File: src/rtl/program_counter_stack_pkg.sv
// Shared constants and helpers for the program counter / return stack.
// Command encoding, the default address width and a width helper.
package program_counter_stack_pkg;

    localparam int ADDR_W_DEF = 8;

    typedef enum logic [2:0] {
        CMD_HOLD = 3'd0,
        CMD_INCR = 3'd1,
        CMD_JUMP = 3'd2,
        CMD_CALL = 3'd3,
        CMD_RET  = 3'd4
    } cmd_e;

    // ceil(log2(n)), never below 1 so a port width is always legal
    function automatic int clog2_f(input int n);
        int w;
        w = 0;
        while ((1 << w) < n)
            w++;
        return (w < 1) ? 1 : w;
    endfunction

    // ret beats call beats jump beats incr; the losers are dropped
    function automatic cmd_e decode_cmd(
        input logic incr,
        input logic jump,
        input logic call,
        input logic ret
    );
        if (ret)
            return CMD_RET;
        else if (call)
            return CMD_CALL;
        else if (jump)
            return CMD_JUMP;
        else if (incr)
            return CMD_INCR;
        else
            return CMD_HOLD;
    endfunction

endpackage

File: src/rtl/program_counter_stack_if.sv
// Command and status bundle between a sequencer and the pc/stack block.
// The master issues commands; the slave reports pc and stack status.
interface program_counter_stack_if
    import program_counter_stack_pkg::*;
#(
    parameter int ADDR_W = ADDR_W_DEF,
    parameter int DEPTH  = 4,
    parameter int LVL_W  = clog2_f(DEPTH + 1)
) ();

    logic              incr;
    logic              jump;
    logic              call;
    logic              ret;
    logic [ADDR_W-1:0] target;

    logic [ADDR_W-1:0] pc;
    logic [LVL_W-1:0]  level;
    logic              full;
    logic              empty;
    logic              overflow;
    logic              underflow;

    modport master (
        output incr, jump, call, ret, target,
        input  pc, level, full, empty, overflow, underflow
    );

    modport slave (
        input  incr, jump, call, ret, target,
        output pc, level, full, empty, overflow, underflow
    );

endinterface

File: src/rtl/program_counter_stack_stack.sv
// Return-address LIFO with its level counter.
// Entry storage is not reset; only the level decides what is valid.
module pc_stack
    import program_counter_stack_pkg::*;
#(
    parameter int ADDR_W = ADDR_W_DEF,
    parameter int DEPTH  = 4,
    parameter int LVL_W  = clog2_f(DEPTH + 1)
) (
    input  logic              clk,
    input  logic              resetBar,
    input  logic              push,
    input  logic              pop,
    input  logic [ADDR_W-1:0] data_in,
    output logic [ADDR_W-1:0] top,
    output logic [LVL_W-1:0]  level
);

    logic [ADDR_W-1:0] mem [DEPTH];
    logic              is_full;
    logic              is_empty;
    logic              do_push;
    logic              do_pop;

    assign is_full  = (level == LVL_W'(DEPTH));
    assign is_empty = (level == '0);
    assign do_pop   = pop && !is_empty;
    assign do_push  = push && !pop && !is_full;

    always_ff @(posedge clk or negedge resetBar) begin
        if (!resetBar)
            level <= '0;
        else if (do_pop)
            level <= level - 1'b1;
        else if (do_push)
            level <= level + 1'b1;
    end

    always_ff @(posedge clk) begin
        for (int i = 0; i < DEPTH; i++) begin
            if (do_push && level == LVL_W'(i))
                mem[i] <= data_in;
        end
    end

    // Only the entry just below level is ever presented
    always_comb begin
        top = '0;
        for (int i = 0; i < DEPTH; i++) begin
            if (level == LVL_W'(i + 1))
                top = mem[i];
        end
    end

endmodule

File: src/rtl/program_counter_stack.sv
// Program counter with call/return stack and sticky error flags.
// Priority decode and the pc register live here; the LIFO is pc_stack.
module program_counter_stack
    import program_counter_stack_pkg::*;
#(
    parameter int ADDR_W = ADDR_W_DEF,
    parameter int DEPTH  = 4,
    parameter int LVL_W  = clog2_f(DEPTH + 1)
) (
    input  logic clk,
    input  logic resetBar,
    program_counter_stack_if.slave bus
);

    cmd_e              cmd;
    logic [ADDR_W-1:0] pc_q;
    logic [ADDR_W-1:0] pc_nxt;
    logic [ADDR_W-1:0] pc_inc;
    logic [ADDR_W-1:0] stk_top;
    logic [LVL_W-1:0]  stk_level;
    logic              stk_push;
    logic              stk_pop;
    logic              is_full;
    logic              is_empty;
    logic              ovf_q;
    logic              unf_q;
    logic              ovf_set;
    logic              unf_set;

    assign cmd      = decode_cmd(bus.incr, bus.jump, bus.call, bus.ret);
    assign pc_inc   = pc_q + 1'b1;
    assign is_full  = (stk_level == LVL_W'(DEPTH));
    assign is_empty = (stk_level == '0);

    always_comb begin
        pc_nxt   = pc_q;
        stk_push = 1'b0;
        stk_pop  = 1'b0;
        ovf_set  = 1'b0;
        unf_set  = 1'b0;
        unique case (cmd)
            CMD_INCR: pc_nxt = pc_inc;
            CMD_JUMP: pc_nxt = bus.target;
            CMD_CALL: begin
                if (is_full) begin
                    ovf_set = 1'b1;
                end else begin
                    stk_push = 1'b1;
                    pc_nxt   = bus.target;
                end
            end
            CMD_RET: begin
                if (is_empty) begin
                    unf_set = 1'b1;
                end else begin
                    stk_pop = 1'b1;
                    pc_nxt  = stk_top;
                end
            end
            default: pc_nxt = pc_q;
        endcase
    end

    always_ff @(posedge clk or negedge resetBar) begin
        if (!resetBar) begin
            pc_q  <= '0;
            ovf_q <= 1'b0;
            unf_q <= 1'b0;
        end else begin
            pc_q  <= pc_nxt;
            ovf_q <= ovf_q | ovf_set;
            unf_q <= unf_q | unf_set;
        end
    end

    // Return address is the instruction after the call
    pc_stack #(
        .ADDR_W (ADDR_W),
        .DEPTH  (DEPTH),
        .LVL_W  (LVL_W)
    ) u_stack (
        .clk      (clk),
        .resetBar (resetBar),
        .push     (stk_push),
        .pop      (stk_pop),
        .data_in  (pc_inc),
        .top      (stk_top),
        .level    (stk_level)
    );

    assign bus.pc        = pc_q;
    assign bus.level     = stk_level;
    assign bus.full      = is_full;
    assign bus.empty     = is_empty;
    assign bus.overflow  = ovf_q;
    assign bus.underflow = unf_q;

endmodule

File: src/flat_wrapper.sv
// flat-port wrapper written by rule: the top's interface ports become plain ports
module program_counter_stack_flat import program_counter_stack_pkg::*;
#(
    parameter int ADDR_W = ADDR_W_DEF,
    parameter int DEPTH  = 4,
    parameter int LVL_W  = clog2_f(DEPTH + 1)
)
  (clk, resetBar, bus_incr, bus_jump, bus_call, bus_ret, bus_target, bus_pc, bus_level, bus_full, bus_empty, bus_overflow, bus_underflow);
  program_counter_stack_if #(.ADDR_W(ADDR_W), .DEPTH(DEPTH), .LVL_W(LVL_W)) bus_i ();
  input  logic clk;
  input  logic resetBar;
  input wire logic [$bits(bus_i.incr)-1:0] bus_incr;
  input wire logic [$bits(bus_i.jump)-1:0] bus_jump;
  input wire logic [$bits(bus_i.call)-1:0] bus_call;
  input wire logic [$bits(bus_i.ret)-1:0] bus_ret;
  input wire logic [$bits(bus_i.target)-1:0] bus_target;
  output wire logic [$bits(bus_i.pc)-1:0] bus_pc;
  output wire logic [$bits(bus_i.level)-1:0] bus_level;
  output wire logic [$bits(bus_i.full)-1:0] bus_full;
  output wire logic [$bits(bus_i.empty)-1:0] bus_empty;
  output wire logic [$bits(bus_i.overflow)-1:0] bus_overflow;
  output wire logic [$bits(bus_i.underflow)-1:0] bus_underflow;
  assign bus_i.incr = bus_incr;
  assign bus_i.jump = bus_jump;
  assign bus_i.call = bus_call;
  assign bus_i.ret = bus_ret;
  assign bus_i.target = bus_target;
  assign bus_pc = bus_i.pc;
  assign bus_level = bus_i.level;
  assign bus_full = bus_i.full;
  assign bus_empty = bus_i.empty;
  assign bus_overflow = bus_i.overflow;
  assign bus_underflow = bus_i.underflow;
  program_counter_stack #(.ADDR_W(ADDR_W), .DEPTH(DEPTH), .LVL_W(LVL_W)) u_core (.clk(clk), .resetBar(resetBar), .bus(bus_i));
endmodule
File: config.mk
export PLATFORM = sky130hd
export DESIGN_NAME = program_counter_stack_flat
export DESIGN_NICKNAME = d
export VERILOG_FILES = /design/src/rtl/program_counter_stack_pkg.sv /design/src/rtl/program_counter_stack_if.sv /design/src/rtl/program_counter_stack_stack.sv /design/src/rtl/program_counter_stack.sv /design/src/flat_wrapper.sv
export SDC_FILE = /design/constraint.sdc
export NUM_CORES = 1
export LEC_CHECK = 0
export BUFFER_PORTS_ARGS = -buffer_cell sky130_fd_sc_hd__buf_2
export CORE_UTILIZATION = 33
export CTS_CLUSTER_SIZE = 40
export DETAILED_ROUTE_END_ITERATION = 8
export PLACE_DENSITY_LB_ADDON = 0.08
export SLEW_MARGIN = 5
export SYNTH_ARGS = -nofsm -noshare
export SYNTH_HDL_FRONTEND = slang
export SYNTH_SLANG_ARGS = --single-unit
File: constraint.sdc
create_clock -name clk -period 2.4 [get_ports clk]
set_input_delay 0.48 -clock clk [delete_from_list [all_inputs] [get_ports clk]]
set_output_delay 0.48 -clock clk [all_outputs]
set_load 0.02 [all_outputs]
## Word level (Yosys, flattened, before mapping)

Memories as Yosys holds them, arrays and structs flattened.
Index checks and enable logic that the tools add are counted.

| storage, ports and cells | value |
|---|---|
| memory bits (writable) | 32 |
| memories kept | 1 |
| input port bits | 14 |
| logic and storage cells | 75 |
| output and inout port bits | 15 |
| register bits | 13 |

Memories:

| memory | words | bits a word | read ports | clocked after Yosys merged registers in | write ports | line | text |
|---|---|---|---|---|---|---|---|
| u_core.u_stack.mem | 4 | 8 | 4 | 0 | 1 | program_counter_stack_stack.sv:19 | `logic [ADDR_W-1:0] mem [DEPTH];` |

| cells by class | value |
|---|---|
| reductions and logical operators | 17 |
| bitwise gates (word level) | 2 |
| eq/ne operators | 10 |
| multiplexer cells | 38 |
| add/subtract/negate cells | 3 |

Operator list:

| kind | count |
|---|---|
| 8-bit two-way mux | 9 |
| 8-bit one-hot mux with 4 select lines | 1 |
| 8-bit OR reduction | 3 |
| 1-bit two-way mux | 20 |
| 3-bit two-way mux | 5 |
| 3-bit by 2-bit == test with 1-bit output (second input constant) | 4 |
| 8-bit by 1-bit adder with 8-bit output (second input constant) | 1 |
| 1-bit logical AND | 7 |
| 3-bit by 1-bit == test with 1-bit output (second input constant) | 2 |
| 3-bit == test (second input constant) | 2 |
| 2-bit two-way mux | 3 |
| 2-bit != test (second input constant) | 2 |
| 4-bit nonzero test | 1 |
| 3-bit by 1-bit adder with 3-bit output (second input constant) | 1 |
| 1-bit zero test | 3 |
| 3-bit zero test | 1 |
| 3-bit AND reduction | 1 |
| 3-bit by 1-bit subtractor with 3-bit output (second input constant) | 1 |
| 1-bit OR | 2 |
| 2-bit nonzero test | 1 |

## Longest topological paths before layout

Gate-level depths: netlist of the first run.

| depth | value |
|---|---|
| word-level depth | 16 |
| depth in mapped cells | 9 |
| depth with buffers taken out | 8 |

## Cells and area by module

Synthesis of the first run repeated with hierarchy kept, for this count alone.

| unflattened totals | value |
|---|---|
| cells, all modules | 198 |
| area total of the unflattened synthesis | 2391.0 um^2 |

By module, submodules not included:

| module | sequential area each (um^2) | area each (um^2) | cells each | instances |
|---|---|---|---|---|
| pc_stack | 1036.0 | 1581.5 | 110 | 1 |
| program_counter_stack | 250.2 | 809.5 | 88 | 1 |

## Least setup slack after synthesis of the first run

No wires, ideal clock.

| path | value |
|---|---|
| path type | reg-to-reg |
| start | register u_core.u_stack.level[2] |
| end | memory u_core.u_stack.mem[3][0] (netlist name), enable pin |
| setup time | 0.385 ns |
| required time | 2.015 ns |
| arrival time | 2.057 ns |
| period minus slack after synthesis | 2.442 ns |
| buffers on the path | 2 |
| path slack | -0.042 ns |
| stages on the path, launching flop included | 6 |
| cell sequence | dfrtp_1 clkbuf_1 inv_1 ha_1 clkbuf_1 nor3b_1 |

| between the ends | value |
|---|---|
| longest elaborated chain between the ends | 13 |
| elaborated cells between the ends (all ways) | 34 |
| classes of those cells | eq/ne (4); mux (18); reduce/logical (12) |

RTL lines:

| what | line | text |
|---|---|---|
| start, declared | program_counter_stack_stack.sv:16 | `output logic [LVL_W-1:0] level` |
| start signal, assigned | program_counter_stack_stack.sv:34 | `level <= level - 1'b1;` |
| start signal, assigned | program_counter_stack_stack.sv:36 | `level <= level + 1'b1;` |
| 3-bit zero test | program_counter_stack_stack.sv:41, program_counter_stack.sv:33 |  |
| 1-bit two-way mux | program_counter_stack.sv:53 | `if (is_empty) begin` |
| 1-bit two-way mux | program_counter_stack.sv:41 | `unique case (cmd)` |
| 1-bit zero test | program_counter_stack_stack.sv:28 | `assign do_push = push && !pop && !is_full;` |
| 1-bit logical AND (2 in a row) | program_counter_stack_stack.sv:28 |  |
| 1-bit logical AND | program_counter_stack_stack.sv:41 | `if (do_push && level == LVL_W'(i))` |
| 1-bit two-way mux | program_counter_stack_stack.sv:41 |  |
| 1-bit two-way mux (implied by the code) | program_counter_stack_stack.sv:42 | `mem[i] <= data_in;` |
| 8-bit OR reduction (no line) | - |  |
| 2-bit two-way mux (no line) or 1-bit two-way mux (tied branches) (3 in a row) | - |  |
| end, declared | program_counter_stack_stack.sv:19 |  |

Several ways; a longest one is shown, not always the timed one.

## Worst setup path in the final report of the first run

| path | value |
|---|---|
| start | register u_core.u_stack.level[1] |
| end | register u_core.pc_q[6], in the netlist u_core.bus.pc[6] |

| between the ends | value |
|---|---|
| longest elaborated chain between the ends | 7 |
| elaborated cells between the ends (all ways) | 14 |
| classes of those cells | eq/ne (6); mux (6); reduce/logical (2) |

RTL lines:

| what | line | text |
|---|---|---|
| 3-bit by 1-bit == test with 1-bit output | program_counter_stack_stack.sv:50 | `if (level == LVL_W'(i + 1))` |
| 8-bit two-way mux (4 in a row) | program_counter_stack_stack.sv:50 |  |
| 8-bit two-way mux | program_counter_stack.sv:53 |  |
| 8-bit one-hot mux with 4 select lines | program_counter_stack.sv:41 |  |
| end signal, assigned | program_counter_stack.sv:70 | `pc_q <= pc_nxt;` |
| end, declared | program_counter_stack.sv:16 | `logic [ADDR_W-1:0] pc_q;` |

Several ways; a longest one is shown, not always the timed one. The select of a mux whose other input is x is not followed.
A chain may end at the register's enable or synchronous reset.

==> flow_metrics.env, run 1 <==
export IMPL_fillCellCount=637
export IMPL_setup_slack_ns=0.229
export IMPL_synth_nets=210
export IMPL_drc=0
export IMPL_ys_async_sr_fraction_pct=28.9
export IMPL_slowest_delay_ns=0.44
export IMPL_reg2reg_to="u_core.bus.pc[6]"
export IMPL_cp_arrival_ns=2.41
export IMPL_final_setup_tns_ns=0
export IMPL_clkTransAtPathRegs_ns=0.09
export IMPL_layout_commonest_cell="edfxtp_1"
export IMPL_seqPwrFrac_pct=38.1
export IMPL_path_cells="ha_1 -> ha_1 -> buf_4 -> nor3b_2 -> a221oi_1 -> o21ai_0 -> o22a_1"
export IMPL_chipHeight_um=83.8
export IMPL_num_antenna_cells=0
export IMPL_ys_ff_latch=45
export IMPL_fmax_ghz=0.461
export IMPL_worst_path_most_repeated_cell="ha_1"
export IMPL_max_slew_margin_pct=56.7
export IMPL_finalSetupViolCount=0
export IMPL_clock_path_buffers=2
export IMPL_wl_per_cell_um=17.6
export IMPL_hpwl_um=3930
export IMPL_viasPerCell=5.40
export IMPL_antenna_found_initial=0
export IMPL_hold_viol=0
export IMPL_power_frac_clock_pct=18.4
export IMPL_synth_distinct_cells=41
export IMPL_met2_usage_pct=26.3
export IMPL_grt_max_degree=31
export IMPL_syn_area_sq_um=2210
export IMPL_pre_cts_ws_ns=0.242
export IMPL_worstHoldPathType="input pin to asynchronous set/reset pin"
export IMPL_vias=1643
export IMPL_grt_use_met1_pct=21.0
export IMPL_rsz0062_at_grt="false"
export IMPL_max_cap_violations=0
export IMPL_r2r_start="u_core.u_stack.level[1]"
export IMPL_root_buffer="clkbuf_8"
export IMPL_num_rows=29
export IMPL_crit_slowest_cell="dfrtp_1"
export IMPL_grt_pass1_wl_um=8700
export IMPL_ctsHtreeMaxLevel=2
export IMPL_required_ns=2.64
export IMPL_grt_busiest_layer="met2"
export IMPL_grt_util_all_layers_pct=16.1
export IMPL_p_per_area_nw_per_um2=1250
export IMPL_worst_setup_path_end_kind="flop"
export IMPL_outcome="finished clean"
export IMPL_switching_share_pct=40.0
export IMPL_p_switching_mw=1.31
export IMPL_initial_core_util_pct=34.5
export IMPL_fin_crit_ns=2.17
export IMPL_synth_ff_type="edfxtp_1"
export IMPL_synthToLayoutAreaGrowth_pct=18.3
export IMPL_ant_nets=0
export IMPL_layout_common_cells="32 x edfxtp_1, 28 x buf_2, 16 x nor2_1"
export IMPL_hold_buffers=0
export IMPL_cts_tree="done"
export IMPL_dieWidth_um=83.8
export IMPL_post_route_util_pct=40.9
export IMPL_grt_remaining_overflow=0
export IMPL_ioPinCount=29
export IMPL_use_met3_pct=3.17
export IMPL_die_area_sq_um=7020
export IMPL_crit_type="flop to flop"
export IMPL_period_share_pct=90.5
export IMPL_fin_nets=247
export IMPL_fin_skew_ns=0.00728
export IMPL_firstDrtPassIters=4
export IMPL_coreArea_sq_um=6390
export IMPL_cts_buffers=5
export IMPL_startpoint_type="flop"
export IMPL_numClockSinks=45
export IMPL_p_int_mw=1.97
export IMPL_crit_fanout=11
export IMPL_tightest_slew_ns=0.646
export IMPL_synth_avg_cell_area_sq_um=11.7
export IMPL_grt_pass1_vias=1675
export IMPL_clk_insertion_delay_late_ns=0.30
export IMPL_cts_resized=0
export IMPL_routabilityCongestion=0.827
export IMPL_postCtsSetupBuffers=0
export IMPL_leakage_nw=1.00
export IMPL_synth_edf_count=32
export IMPL_r2r_setup_slack_ns=0.23
export IMPL_drive_gt1_share_pct=23.3
export IMPL_netlist_instances=189
export IMPL_portBuffers=28
export IMPL_p_comb_share_pct=43.4
export IMPL_yosys_warnings=0
export IMPL_ir_drop_uv=522
export IMPL_ys_seq_area_share_pct=58.3
export IMPL_wl_um=5360
export IMPL_drtIter0Drc=81
export IMPL_drv_slew=0
export IMPL_rr_worst_depth=7
-- layout make-up --
class,instances,area (sq um),area share (%)
clock buffers,5,68.8,2.64
flip-flops and latches,45,1290,49.3
clock inverters,3,50.0,1.92
well taps,77,96.3,3.69
inverters,8,30.0,1.15
multi-input cells,128,863,33.1
repair buffers,38,215,8.25
-- worst max-delay path, delay by kind of cell (launching register included) --
kind	cells	cell delay (ns)
buffers and inverters	1	0.19
adders and majority gates	2	0.42
and+or+nand+nor	1	0.44
DFF	1	0.44
AOI/OAI and AO/OA	3	0.63
-- kinds of logic (layout without fill, tap and decap cells) --
kind of cell	after synthesis	count (layout)	share of synthesized area, %
AOI/OAI and AO/OA	57	57	17.8
xor gates and xnor gates	7	7	2.78
adders and majority gates	7	7	3.97
buffers and inverters	16	54	2.78
DFF	45	45	58.3
muxes	1	1	0.454
and+or+nand+nor	56	56	14.0
-- stage by stage --
step | total power, mW | std cells | instance area, sq um | hold slack [ns]
2_1_floorplan | 2.19 | 189 | 2210 | 0.184
3_3_place_gp | 2.68 | 296 | 2490 | 0.395
3_5_place_dp | 2.69 | 296 | 2490 | 0.407
4_1_cts | 3.31 | 304 | 2610 | 0.0754
5_1_grt | 3.50 | 304 | 2610 | 0.0827
6_report | 3.28 | 304 | 2610 | 0.0675
-- registers in the layout, indices dropped and copies added (netlist names) --
name,count
u_core.u_stack.mem,32
u_core.bus.pc,8
u_core.u_stack.level,3
u_core.bus.overflow,1
u_core.bus.underflow,1
-- metal layers --
metal  vias up  routed length, um
met5         -                  0
met1       792               2450
li1        791                  -
met3        10                256
met4         0                148
met2        50               2500
-- worst max path at each step --
stage          cells past startpoint                    start  slack, ns                to
6_report                           7  u_core.u_stack.level[1]       0.23  u_core.bus.pc[6]
5_1_grt                            7  u_core.u_stack.level[1]       0.05  u_core.bus.pc[6]
4_1_cts                            7  u_core.u_stack.level[1]       0.21  u_core.bus.pc[7]
3_5_place_dp                       7  u_core.u_stack.level[1]       0.24  u_core.bus.pc[5]
3_3_place_gp                       7  u_core.u_stack.level[1]       0.26  u_core.bus.pc[6]
2_1_floorplan                      8  u_core.u_stack.level[2]       0.18  u_core.bus.pc[7]
-- Yosys cell counts, types with 2 or more instances --
library cell | instances | area, sq um
dfrtp_1 | 13 | 325
a221o_1 | 5 | 50.1
a21oi_1 | 15 | 75.1
o21ai_0 | 15 | 75.1
edfxtp_1 | 32 | 961
inv_1 | 7 | 26.3
a22o_1 | 2 | 17.5
nor2_1 | 16 | 60.1
o211a_1 | 2 | 20.0
nand2_1 | 12 | 45.0
nand4_1 | 2 | 12.5
ha_1 | 7 | 87.6
nor3b_1 | 6 | 45.0
and3_1 | 2 | 12.5
nand2b_1 | 2 | 12.5
nor2b_1 | 2 | 12.5
nand3_1 | 7 | 35.0
clkbuf_1 | 7 | 26.3
xor2_1 | 2 | 17.5
o221ai_1 | 4 | 35.0
o22ai_1 | 2 | 12.5
o221a_2 | 2 | 22.5
a221oi_1 | 3 | 26.3
xnor2_1 | 5 | 43.8
-- power groups by stage --
stage | Clock (mW) | Sequential [mW] | Combinational, mW
detailed placement | 0 | 1.27 | 1.43
global placement | 0 | 1.26 | 1.43
global route | 0.647 | 1.28 | 1.58
CTS | 0.622 | 1.25 | 1.44
finish | 0.604 | 1.25 | 1.42
floorplan | 0 | 1.38 | 0.815
Power figures use the tool's default switching activity.
==> inputs of run 2 (changes only) <==
Settings changed: REMOVE_ABC_BUFFERS set to 1.
==> flow_metrics.env, run 2 (synthesis results as in run 1) <==
export IMPL_ir_drop_uv=468
export IMPL_drtIter0Drc=117
export IMPL_required_ns=2.64
export IMPL_initial_core_util_pct=34.5
export IMPL_fin_nets=247
export IMPL_top_register="u_core.u_stack.mem"
export IMPL_tightest_slew_ns=0.604
export IMPL_crit_fanout=11
export IMPL_startpoint_type="flop"
export IMPL_drc=0
export IMPL_leakage_nw=0.986
export IMPL_coreArea_sq_um=6390
export IMPL_outcome="finished clean"
export IMPL_wl_per_cell_um=17.7
export IMPL_worstHoldPathType="input pin to asynchronous set/reset pin"
export IMPL_clk_insertion_delay_late_ns=0.30
export IMPL_fin_skew_ns=0.00558
export IMPL_cts_resized=0
export IMPL_met2_usage_pct=27.1
export IMPL_num_antenna_cells=0
export IMPL_use_met3_pct=3.76
export IMPL_final_cell_area_sq_um=2580
export IMPL_place_area_sq_um=2490
export IMPL_ioPinCount=29
export IMPL_chipHeight_um=83.8
export IMPL_root_buffer="clkbuf_8"
export IMPL_largest_reg_flops=32
export IMPL_layout_common_cells="32 x edfxtp_1, 28 x buf_2, 16 x nor2_1"
export IMPL_grt_util_all_layers_pct=16.4
export IMPL_hold_ws_ns=0.0649
export IMPL_grt_pass1_wl_um=8750
export IMPL_rsz0062_at_grt="false"
export IMPL_grt_use_met1_pct=20.5
export IMPL_grt_busiest_layer="met2"
export IMPL_grt_pass1_vias=1669
export IMPL_hold_viol=0
export IMPL_crit_type="flop to flop"
export IMPL_dp_cells=296
export IMPL_viasPerCell=5.36
export IMPL_max_cap_violations=0
export IMPL_clkTransAtPathRegs_ns=0.09
export IMPL_p_per_area_nw_per_um2=1230
export IMPL_hold_buffers=0
export IMPL_drive_gt1_share_pct=22.9
export IMPL_dieWidth_um=83.8
export IMPL_portBuffers=28
export IMPL_fin_crit_ns=2.17
export IMPL_wl_um=5390
export IMPL_ctsHtreeMaxLevel=2
export IMPL_layout_commonest_cell="edfxtp_1"
export IMPL_max_slew_margin_pct=59.5
export IMPL_fmax_ghz=0.461
export IMPL_worst_setup_path_end_kind="flop"
export IMPL_firstDrtPassIters=4
export IMPL_hpwl_um=3970
export IMPL_cts_buffers=5
export IMPL_synthToLayoutAreaGrowth_pct=17.0
export IMPL_cp_arrival_ns=2.41
export IMPL_post_route_util_pct=40.4
export IMPL_drv_slew=0
export IMPL_clock_path_buffers=2
export IMPL_finalSetupViolCount=0
export IMPL_postCtsSetupBuffers=0
export IMPL_final_cell_count_no_fill=304
export IMPL_die_area_sq_um=7020
export IMPL_numClockSinks=45
export IMPL_vias=1630
export IMPL_ant_nets=0
export IMPL_grt_remaining_overflow=0
export IMPL_num_rows=29
export IMPL_routabilityCongestion=0.743
export IMPL_cts_tree="done"
export IMPL_period_share_pct=90.4
export IMPL_grt_max_degree=31
export IMPL_antenna_found_initial=0
-- run 2: worst max-delay path, cell delays in order (launching register included) --
cell	delay, ns
dfrtp_1	0.44
ha_1	0.20
ha_1	0.23
buf_4	0.19
nor3b_2	0.42
a21oi_1	0.18
o221ai_1	0.23
o221a_2	0.21
-- run 2: per-stage QoR --
step | worst slack [ns] | total power, mW | TNS (ns)
6_report | 0.230 | 3.17 | 0
5_1_grt | 0.100 | 3.38 | 0
4_1_cts | 0.234 | 3.19 | 0
3_5_place_dp | 0.257 | 2.69 | 0
3_3_place_gp | 0.255 | 2.68 | 0
2_1_floorplan | -0.199 | 2.17 | -1.59
-- run 2: layer usage --
metal,vias to the layer above,wire length (um)
li1,790,-
met1,792,2390
met2,34,2630
met3,14,214
met4,0,153
met5,-,0
-- run 2: path summary, 6_finish.rpt --
check | from | to | slack (ns) | depth (start not counted)
worst max-delay path | u_core.u_stack.level[1] | u_core.bus.pc[5] | 0.23 | 7
max in group asynchronous | resetBar | u_core.bus.pc[4] | 2.08 | 1
min in group clk | u_core.bus.underflow | u_core.bus.underflow | 0.49 | 1
worst min register to register | u_core.bus.underflow | u_core.bus.underflow | 0.49 | 1
worst min-delay path | resetBar | u_core.bus.underflow | 0.06 | 1
worst max register to register | u_core.u_stack.level[1] | u_core.bus.pc[5] | 0.23 | 7
-- run 2: area by class of cell --
class	count	area, sq um
Multi-Input combinational cell	128	858
Clock inverter	3	25.0
Sequential cell	45	1290
Timing Repair Buffer	38	215
Inverter	8	30.0
Fill cell	646	3810
Clock buffer	5	68.8
Tap cell	77	96.3
-- run 2: power by group --
group	internal [mW]	switching (mW)	total [mW]
clock	0.212	0.281	0.493
combinational	0.551	0.873	1.42
sequential	1.09	0.157	1.25
total	1.86	1.31	3.17
==> inputs of run 3 (changes only) <==
Clock period 2.4 ns to 1.8 ns, I/O delays scaled along.
==> flow_metrics.env, run 3 (synthesis results as in run 1) <==
export IMPL_outcome="finished, violations left"
export IMPL_violations="setup timing"
export IMPL_r2r_setup_slack_ns=-0.07
export IMPL_numClockSinks=45
export IMPL_final_cell_area_sq_um=3020
export IMPL_dp_cells=316
export IMPL_rr_worst_depth=7
export IMPL_routed_wl_met2_um=3030
export IMPL_num_rows=29
export IMPL_setup_slack_ns=-0.0835
export IMPL_layout_commonest_cell="edfxtp_1"
export IMPL_clk_insertion_delay_late_ns=0.30
export IMPL_p_comb_share_pct=50.8
export IMPL_ctsHtreeMaxLevel=2
export IMPL_crit_type="flop to primary output"
export IMPL_crit_fanout=6
export IMPL_cp_startpoint="u_core.u_stack.level[1]"
export IMPL_final_cell_count_no_fill=327
export IMPL_grt_pass1_vias=1817
export IMPL_num_antenna_cells=0
export IMPL_p_int_mw=3.25
export IMPL_grt_util_all_layers_pct=17.4
export IMPL_drive_gt1_share_pct=40.4
export IMPL_crit_slowest_cell="dfrtp_2"
export IMPL_period_share_pct=105
export IMPL_hpwl_um=4220
export IMPL_wl_um=5880
export IMPL_rsz0062_at_grt="true"
export IMPL_reg2reg_to="u_core.bus.pc[7]"
export IMPL_required_ns=1.44
export IMPL_grt_max_degree=18
export IMPL_hold_viol=0
export IMPL_cts_tree="done"
export IMPL_firstDrtPassIters=4
export IMPL_cts_buffers=5
export IMPL_p_per_area_nw_per_um2=1740
export IMPL_coreArea_sq_um=6390
export IMPL_ir_drop_uv=849
export IMPL_cp_num_buf_inv=4
export IMPL_p_switching_mw=2.01
export IMPL_initial_core_util_pct=34.5
export IMPL_highest_layer="met4"
export IMPL_routabilityCongestion=0.763
export IMPL_wl_met3_um=194
export IMPL_ant_nets=0
export IMPL_cpLargestDelayFamily="flip-flops"
export IMPL_fin_crit_ns=1.88
export IMPL_portBuffers=28
export IMPL_fin_skew_ns=0.00322
export IMPL_cp_depth=6
export IMPL_r2r_start="u_core.u_stack.level[1]"
export IMPL_startpoint_type="flop"
export IMPL_finalPower_mw=5.27
export IMPL_cp_endpoint="bus_empty"
export IMPL_finalSetupViolCount=7
export IMPL_ioPinCount=29
export IMPL_hold_ws_ns=0.447
export IMPL_max_slew_margin_pct=64.9
export IMPL_path_cells="inv_2 -> ha_4 -> buf_6 -> nor2b_4 -> buf_6 -> buf_6"
export IMPL_worstHoldPathType="input pin to flop"
export IMPL_fmax_ghz=0.531
export IMPL_routedLengthMet1_um=2610
export IMPL_fin_nets=270
export IMPL_grt_remaining_overflow=0
export IMPL_chipHeight_um=83.8
export IMPL_wl_per_cell_um=18.0
export IMPL_die_area_sq_um=7020
export IMPL_seqPwrFrac_pct=31.6
export IMPL_layout_common_cells="32 x edfxtp_1, 27 x buf_4, 26 x buf_2"
export IMPL_max_cap_violations=0
export IMPL_synthToLayoutAreaGrowth_pct=36.9
export IMPL_drtIter0Drc=63
export IMPL_root_buffer="clkbuf_8"
export IMPL_leakage_nw=1.16
export IMPL_vias=1761
export IMPL_place_area_sq_um=2650
export IMPL_drv_slew=0
export IMPL_top_register="u_core.u_stack.mem"
export IMPL_cp_arrival_ns=1.52
export IMPL_clock_path_buffers=2
export IMPL_switching_share_pct=38.2
export IMPL_power_frac_clock_pct=17.6
export IMPL_worst_path_most_repeated_cell="buf_6"
export IMPL_grt_pass1_wl_um=9470
export IMPL_dieWidth_um=83.8
export IMPL_tightest_slew_ns=0.523
export IMPL_antenna_found_initial=0
export IMPL_slowest_delay_ns=0.47
export IMPL_clkTransAtPathRegs_ns=0.09
export IMPL_viasPerCell=5.39
export IMPL_largest_reg_flops=32
export IMPL_worst_setup_path_end_kind="primary output"
export IMPL_drc=0
==> run 3: metal layers <==
layer	vias to the layer above	global-route usage, %
li1	835	-
met1	883	22.1
met2	38	30.7
met3	5	3.26
met4	0	3.70
met5	-	0
==> run 3: what timing repair did <==
action | in CTS | in global routing
setup buffers | 3 | 1
gates resized for setup | 38 | 8
hold buffers | 1 | 0
pin swaps | 18 | 14
setup endpoints to repair | 18 | 26
endpoints found under the hold margin | 13 | 0
==> run 3: area by class of cell <==
class	count	area (sq um)
repair buffers	61	439
multi-input cells	128	1020
clock buffers	5	68.8
inverters	8	42.5
well taps	77	96.3
fillers	577	3370
flip-flops and latches	45	1290
clock inverters	3	68.8
==> run 3: how the worst min path moves through the flow <==
stage               depth (start not counted)  slack [ns]           from              endpoint
floorplan                                   0        0.06       resetBar   u_core.bus.overflow
global placement                            1        0.28       resetBar  u_core.bus.underflow
detailed placement                          1        0.28       resetBar  u_core.bus.underflow
CTS                                         4        0.45  bus_target[4]      u_core.bus.pc[4]
global route                                3        0.45  bus_target[0]      u_core.bus.pc[0]
finish                                      3        0.45  bus_target[0]      u_core.bus.pc[0]
==> run 3: per-stage QoR <==
stage          TNS [ns]  setup WS (ns)  utilization (%)
6_report         -0.363        -0.0835             47.3
5_1_grt          -0.979         -0.153             47.3
4_1_cts          -0.357         -0.101             46.8
3_5_place_dp      -2.08         -0.227             41.5
3_3_place_gp      -1.07         -0.202             41.5
2_1_floorplan    -13.20         -0.799                -
==> run 3: worst min-delay path: cells and delay by family <==
kind	cells	cell delay, ns
buf+inv	1	0.09
compound gates	2	0.25
==> run 3: power by group through the flow <==
stage               clock (mW)  sequential, mW  combinational [mW]
finish                   0.927            1.66                2.67
global route             0.981            1.69                2.89
CTS                      0.945            1.65                2.66
detailed placement           0            1.66                2.25
global placement             0            1.65                2.24
floorplan                    0            1.85                1.04
